[src/rtl/addr_stack_pkg.sv]
// Shared opcode and state encodings for the program-address stack.
package addr_stack_pkg;

    typedef enum logic [2:0] {
        OpFetch = 3'd0,
        OpJump  = 3'd1,
        OpCall  = 3'd2,
        OpRet   = 3'd3,
        OpJpage = 3'd4,
        OpClrf  = 3'd5,
        OpRsv6  = 3'd6,
        OpRsv7  = 3'd7
    } op_e;

    typedef enum logic {
        StIdle = 1'b0,
        StEmit = 1'b1
    } state_e;

    // Index width that stays at least one bit for single-entry structures.
    function automatic int unsigned idx_w(input int unsigned n);
        return (n < 2) ? 1 : $clog2(n);
    endfunction

endpackage

[src/rtl/addr_stack_return_stack.sv]
// Circular return stack with saturating occupancy, wrap/trap policy and sticky flags.
module addr_stack_return_stack
    import addr_stack_pkg::*;
#(
    parameter int unsigned DEPTH    = 3,
    parameter int unsigned ADDR_W   = 12,
    parameter int unsigned OVF_MODE = 0
) (
    input  logic                         sysclk,
    input  logic                         poc,
    input  logic                         push,
    input  logic                         pop,
    input  logic                         clr_flags,
    input  logic [ADDR_W-1:0]            push_data,
    output logic [ADDR_W-1:0]            pop_data,
    output logic                         push_ok,
    output logic                         pop_ok,
    output logic [$clog2(DEPTH+1)-1:0]   depth_cnt,
    output logic                         ovf,
    output logic                         unf
);

    localparam int unsigned SP_W  = idx_w(DEPTH);
    localparam int unsigned CNT_W = $clog2(DEPTH + 1);
    localparam logic [SP_W-1:0]  SpMax  = SP_W'(DEPTH - 1);
    localparam logic [CNT_W-1:0] CntMax = CNT_W'(DEPTH);

    logic [ADDR_W-1:0] mem_q [DEPTH];
    logic [SP_W-1:0]   sp_q;
    logic [CNT_W-1:0]  cnt_q;
    logic              ovf_q;
    logic              unf_q;
    logic [SP_W-1:0]   sp_inc;
    logic [SP_W-1:0]   sp_dec;
    logic              full;
    logic              empty;

    always_comb begin
        full    = (cnt_q == CntMax);
        empty   = (cnt_q == '0);
        sp_inc  = (sp_q == SpMax) ? '0 : sp_q + SP_W'(1);
        sp_dec  = (sp_q == '0) ? SpMax : sp_q - SP_W'(1);
        // Wrap mode always moves the pointer; trap mode refuses at the limits.
        push_ok = push && ((OVF_MODE == 0) || !full);
        pop_ok  = pop && ((OVF_MODE == 0) || !empty);
    end

    assign pop_data  = mem_q[sp_dec];
    assign depth_cnt = cnt_q;
    assign ovf       = ovf_q;
    assign unf       = unf_q;

    always_ff @(posedge sysclk) begin
        if (poc) begin
            for (int i = 0; i < int'(DEPTH); i++) begin
                mem_q[i] <= '0;
            end
            sp_q  <= '0;
            cnt_q <= '0;
            ovf_q <= 1'b0;
            unf_q <= 1'b0;
        end else begin
            if (clr_flags) begin
                ovf_q <= 1'b0;
                unf_q <= 1'b0;
            end
            if (push) begin
                if (full) begin
                    ovf_q <= 1'b1;
                end
                if (push_ok) begin
                    mem_q[sp_q] <= push_data;
                    sp_q        <= sp_inc;
                    if (!full) begin
                        cnt_q <= cnt_q + CNT_W'(1);
                    end
                end
            end
            if (pop) begin
                if (empty) begin
                    unf_q <= 1'b1;
                end
                if (pop_ok) begin
                    sp_q <= sp_dec;
                    if (!empty) begin
                        cnt_q <= cnt_q - CNT_W'(1);
                    end
                end
            end
        end
    end

endmodule

[src/rtl/addr_stack.sv]
// Program counter with return stack; FETCH emits the PC nibble-serially while rippling +1.
module addr_stack
    import addr_stack_pkg::*;
#(
    parameter int unsigned NIB_W    = 4,
    parameter int unsigned N_NIB    = 3,
    parameter int unsigned DEPTH    = 3,
    parameter int unsigned OVF_MODE = 0,
    localparam int unsigned ADDR_W  = NIB_W * N_NIB
) (
    input  logic                         sysclk,
    input  logic                         poc,
    input  logic                         cmd_valid,
    input  logic [2:0]                   cmd_op,
    input  logic [ADDR_W-1:0]            cmd_addr,
    output logic                         cmd_ready,
    output logic [ADDR_W-1:0]            pc,
    output logic [NIB_W-1:0]             nib_out,
    output logic                         nib_valid,
    output logic [$clog2(N_NIB)-1:0]     nib_idx,
    output logic [$clog2(DEPTH+1)-1:0]   depth_cnt,
    output logic                         ovf,
    output logic                         unf
);

    localparam int unsigned IDX_W = $clog2(N_NIB);
    localparam logic [IDX_W-1:0] LastIdx = IDX_W'(N_NIB - 1);

    state_e                       state_q;
    logic [N_NIB-1:0][NIB_W-1:0]  pc_q;
    logic [IDX_W-1:0]             idx_q;
    logic                         carry_q;
    logic [NIB_W-1:0]             nib_q;
    logic                         nib_valid_q;

    op_e                          op;
    logic                         cmd_fire;
    logic                         push_ok;
    logic                         pop_ok;
    logic [ADDR_W-1:0]            pop_data;
    logic [IDX_W-1:0]             idx_next;
    logic                         carry_in;
    logic [NIB_W:0]               inc_sum;

    assign op        = op_e'(cmd_op);
    assign cmd_ready = (state_q == StIdle) && !poc;
    assign cmd_fire  = cmd_valid && cmd_ready;

    always_comb begin
        idx_next = idx_q + IDX_W'(1);
        // The first nibble carries in the +1; later nibbles take the stored carry.
        carry_in = (idx_q == '0) ? 1'b1 : carry_q;
        inc_sum  = {1'b0, pc_q[idx_q]} + (NIB_W + 1)'(carry_in);
    end

    addr_stack_return_stack #(
        .DEPTH    (DEPTH),
        .ADDR_W   (ADDR_W),
        .OVF_MODE (OVF_MODE)
    ) u_return_stack (
        .sysclk    (sysclk),
        .poc       (poc),
        .push      (cmd_fire && (op == OpCall)),
        .pop       (cmd_fire && (op == OpRet)),
        .clr_flags (cmd_fire && (op == OpClrf)),
        .push_data (pc_q),
        .pop_data  (pop_data),
        .push_ok   (push_ok),
        .pop_ok    (pop_ok),
        .depth_cnt (depth_cnt),
        .ovf       (ovf),
        .unf       (unf)
    );

    always_ff @(posedge sysclk) begin
        if (poc) begin
            state_q     <= StIdle;
            pc_q        <= '0;
            idx_q       <= '0;
            carry_q     <= 1'b0;
            nib_q       <= '0;
            nib_valid_q <= 1'b0;
        end else begin
            case (state_q)
                StIdle: begin
                    if (cmd_fire) begin
                        case (op)
                            OpFetch: begin
                                state_q     <= StEmit;
                                nib_valid_q <= 1'b1;
                                idx_q       <= '0;
                                nib_q       <= pc_q[0];
                            end
                            OpJump:  pc_q <= cmd_addr;
                            OpCall:  if (push_ok) pc_q <= cmd_addr;
                            OpRet:   if (pop_ok) pc_q <= pop_data;
                            OpJpage: pc_q[1:0] <= cmd_addr[2*NIB_W-1:0];
                            default: ;
                        endcase
                    end
                end
                StEmit: begin
                    pc_q[idx_q] <= inc_sum[NIB_W-1:0];
                    carry_q     <= inc_sum[NIB_W];
                    if (idx_q == LastIdx) begin
                        state_q     <= StIdle;
                        nib_valid_q <= 1'b0;
                        nib_q       <= '0;
                        idx_q       <= '0;
                    end else begin
                        idx_q <= idx_next;
                        nib_q <= pc_q[idx_next];
                    end
                end
                default: state_q <= StIdle;
            endcase
        end
    end

    assign pc        = pc_q;
    assign nib_out   = nib_q;
    assign nib_valid = nib_valid_q;
    assign nib_idx   = idx_q;

endmodule

[config.mk]
export PLATFORM = sky130hd
export DESIGN_NAME = addr_stack
export DESIGN_NICKNAME = d
export VERILOG_FILES = /design/src/rtl/addr_stack_pkg.sv /design/src/rtl/addr_stack_return_stack.sv /design/src/rtl/addr_stack.sv
export SDC_FILE = /design/constraint.sdc
export NUM_CORES = 1
export LEC_CHECK = 0
export ABC_AREA = 1
export CAP_MARGIN = 20
export CORE_UTILIZATION = 45
export CTS_CLUSTER_SIZE = 30
export DETAILED_ROUTE_END_ITERATION = 8
export PLACE_DENSITY = 0.72
export SYNTH_ARGS = -nofsm -noshare
export SYNTH_HDL_FRONTEND = slang
export SYNTH_SLANG_ARGS = --single-unit
[constraint.sdc]
create_clock -name sysclk -period 3.3 [get_ports sysclk]
set_clock_uncertainty 0.15 [all_clocks]
set_input_delay 0.33 -clock sysclk [delete_from_list [all_inputs] [get_ports sysclk]]
set_output_delay 0.33 -clock sysclk [all_outputs]
set_load 0.03 [all_outputs]
==> results.md <==
* WS Path Type: reg -> reg
* CTS root buf: clkbuf_8
* Synth unique cells at 31
* Clock Latency Late Sink at 0.35 ns
* Post-route ant nets at 0
* Crit. End Element: flip-flop
* Initial antenna violation count at 0
* IO Pins at 42
* WL met1 at approximately 4300 um
* Clock Tree Buf Depth at 2
* Final WS setup at about 0.85 ns
* Status: finished clean
* CTS tree: done
* Leading cell type in the layout, fill and taps excluded: nor2_1
* Post-CTS sizing at 0
* Crit-path most repeated cell: ha_1
* Met3 wire len at slightly above 600 um
* Share of layout cells above drive strength 1 at about 6.5%
* NumNets Final at 503
* DR vias/cell at 5.605
* Detailed Route WL at just over 10,000 um
* CP max stage cell: dfxtp_1
* Largest net degree at the start of global routing at 25
* Final setup violation count at 0
* CTS clk-pin slew, worst paths at roughly 0.07 ns
* Design Area, Final at between 0.004 and 0.005 mm2
* Cell count after placement at roughly 560
* GRT Overall Usage at around a quarter
* Via count at roughly 3,300
* Worst setup SP type: flip-flop
* Util after Layout at a little under three fifths
* Final Max Tran Viols at 0
* Number of hold violations in the final report at 0
* Setup_tns at 0 ns
* Fillers at 699
* Sequential cell area fraction in the yosys report at around 53%
* Min-Delay Path Depth at 2
* Ys Warns at 0
* Met2 wire length at 5033 um
* Remaining DRCs at 0
* Die height at 93.20 um
* Placement Setup Slack at just under 0.8 ns
* Post-CTS setup buffers at 0
* FMAX at approximately 410 MHz
* Syn_nets at between 400 and 500
* LEAKAGE at 1.644 nW
* Area contributors post-synth: edfxtp_1, dfxtp_1, nor2_1, o21ai_0, nand2_1
* RD Place Congestion at 0.8953
* I/O Buffers at 41
* Post-route minimum period at 2.446 ns
* CTS H-tree lvls at 3
* N_diodes at 0
* Core Footprint at 0.007888 mm2
* Initial DRC count at around 300
* WP data required at between 3 and 4 ns
* WP data arrival at 2.58 ns
* Overall Power at between 1.5 and 2 mW
* Yosys top cell area share at approximately two fifths
* Vias in the first global route at 3,132
* Clock sink count at between 70 and 80
* Initial Utilization at 47.45%
* Post-Syn Instances at around 440
* Crit path max fanout at 16
* Max incr delay on CP at a little over 0.3 ns
* Minimum hold slack at 0.3190 ns
* P per Cell Area at 428.0 mW/mm2
* Syn avg cell area at between 8 and 9 um2
* Worst slew pin tran at about 0.84 ns
* Die Area at 0.008685 mm2
* Placed cell areas at roughly 0.0042 mm2
* Top cell type by total area after synthesis: edfxtp_1
* Cell Area, Synth at ~0.0037 mm2
* Area of the multi-input gates at approximately 0.0015 mm2
* Cells along the critical path: buf_4 -> inv_1 -> ha_1 -> or2_2 -> ha_1 -> ha_1 -> xor2_1 -> nand2_1 -> a21oi_1
* Area delta synth->final at 16.95%
* Max layer used: met4
* #FFs+latches synth at between 70 and 80
* R2R depth at 9
* Die Width at slightly above 90 um
* Max_cap viols at 0
* Max rail drop VDD at 233.9 uV
* RSZ-0062 raised after global routing: no
* Wire length of the first global-routing pass at between 15,000 and 20,000 um
* Row count at 32
* Max_slew headroom at between 40% and 50%
* Worst Hold Class: reg -> reg
* Sequential Area at between 0.0015 and 0.002 mm2
* Hold_buf cts at 0
* Most frequent cells in the layout: nor2_1, nand2_1, o21ai_0, edfxtp_1, clkdlybuf4s50_1
* TritonRoute pass-1 iters at 7
* GRT overflow at 0
* Layout Cells excl Fill at 580
* HPWL after detailed placement at between 7000 and 8000 um
* Wire length per cell at 17.75 um
* Tcrit/Tclk final at between 70% and 80%
* CTS buffer count at 9
synth_stat cells:
cell type  instances
buf_1              1
or2_2              1
a21oi_1           33
nand3_1           25
nand2_4            1
nand3_2            1
inv_2              3
nand2_1           62
nor2_8             2
edfxtp_1          48
o22ai_1            5
dfxtp_1           27
nor4_1             1
buf_2             11
xor2_1             1
nand2_2            5
inv_1             34
nand4_1            2
nor3_1             1
o21ai_1            4
nor2_2             1
nor2_1            79
clkbuf_1           5
ha_1              12
o21ai_0           57
buf_4              1
o21ai_2            1
o31ai_1            5
o211ai_1           3
a31oi_1            2
buf_6              1
worst max-delay path, delay by kind of cell (launching register included):
kind,cells,cell delay [ns]
AND/OR/NAND/NOR,2,0.36
flip-flops,1,0.31
XOR/XNOR,1,0.26
adder cells (fa/ha/maj),3,0.73
AO/OA/AOI/OAI,1,0.13
buffers and inverters,2,0.42
flip-flops by register name, indices dropped and copies added (netlist names), 2 cells and up, named ones only:
| signal | cells |
|---|---|
| nib_idx | 2 |
| nib_out | 4 |
| pc | 12 |
| u_return_stack.mem_q | 48 |
| u_return_stack.sp_q | 2 |
kinds of logic (layout without fill, tap and decap cells):
group / Yosys count / after routing / share of synthesized area [%]
buffers and inverters: 56 / 99 / 6.285
flip-flops: 75 / 75 / 52.96
AND/OR/NAND/NOR: 181 / 181 / 20.93
adder cells (fa/ha/maj): 12 / 12 / 4.012
XOR/XNOR: 1 / 1 / 0.2341
AO/OA/AOI/OAI: 110 / 110 / 15.58
area by class of cell:
cell class	instances	share of cell area, %
Tap cell	102	2.916
Clock buffer	12	3.087
Sequential cell	75	45.28
Timing Repair Buffer	46	10.23
Clock inverter	4	0.4574
Inverter	37	3.173
Multi-Input combinational cell	304	34.85
final timing paths:
kind	from	end	slack (ns)
max	nib_idx[0]	pc[10]	0.85
min reg2reg	u_return_stack.ovf	u_return_stack.ovf	0.32
min	u_return_stack.ovf	u_return_stack.ovf	0.32
max reg2reg	nib_idx[0]	pc[10]	0.85
where the power goes:
part           internal [mW]  switching, mW
Combinational         0.0807          0.147
Sequential              1.02         0.0240
Clock                  0.268          0.330
Total                   1.37          0.501
routing by layer:
layer	GRT usage, %	vias to the layer above
met5	0	-
li1	-	1551
met4	12.31	0
met1	32.30	1527
met2	42.65	141
met3	3.333	32
(Power assumes the default switching activity.)
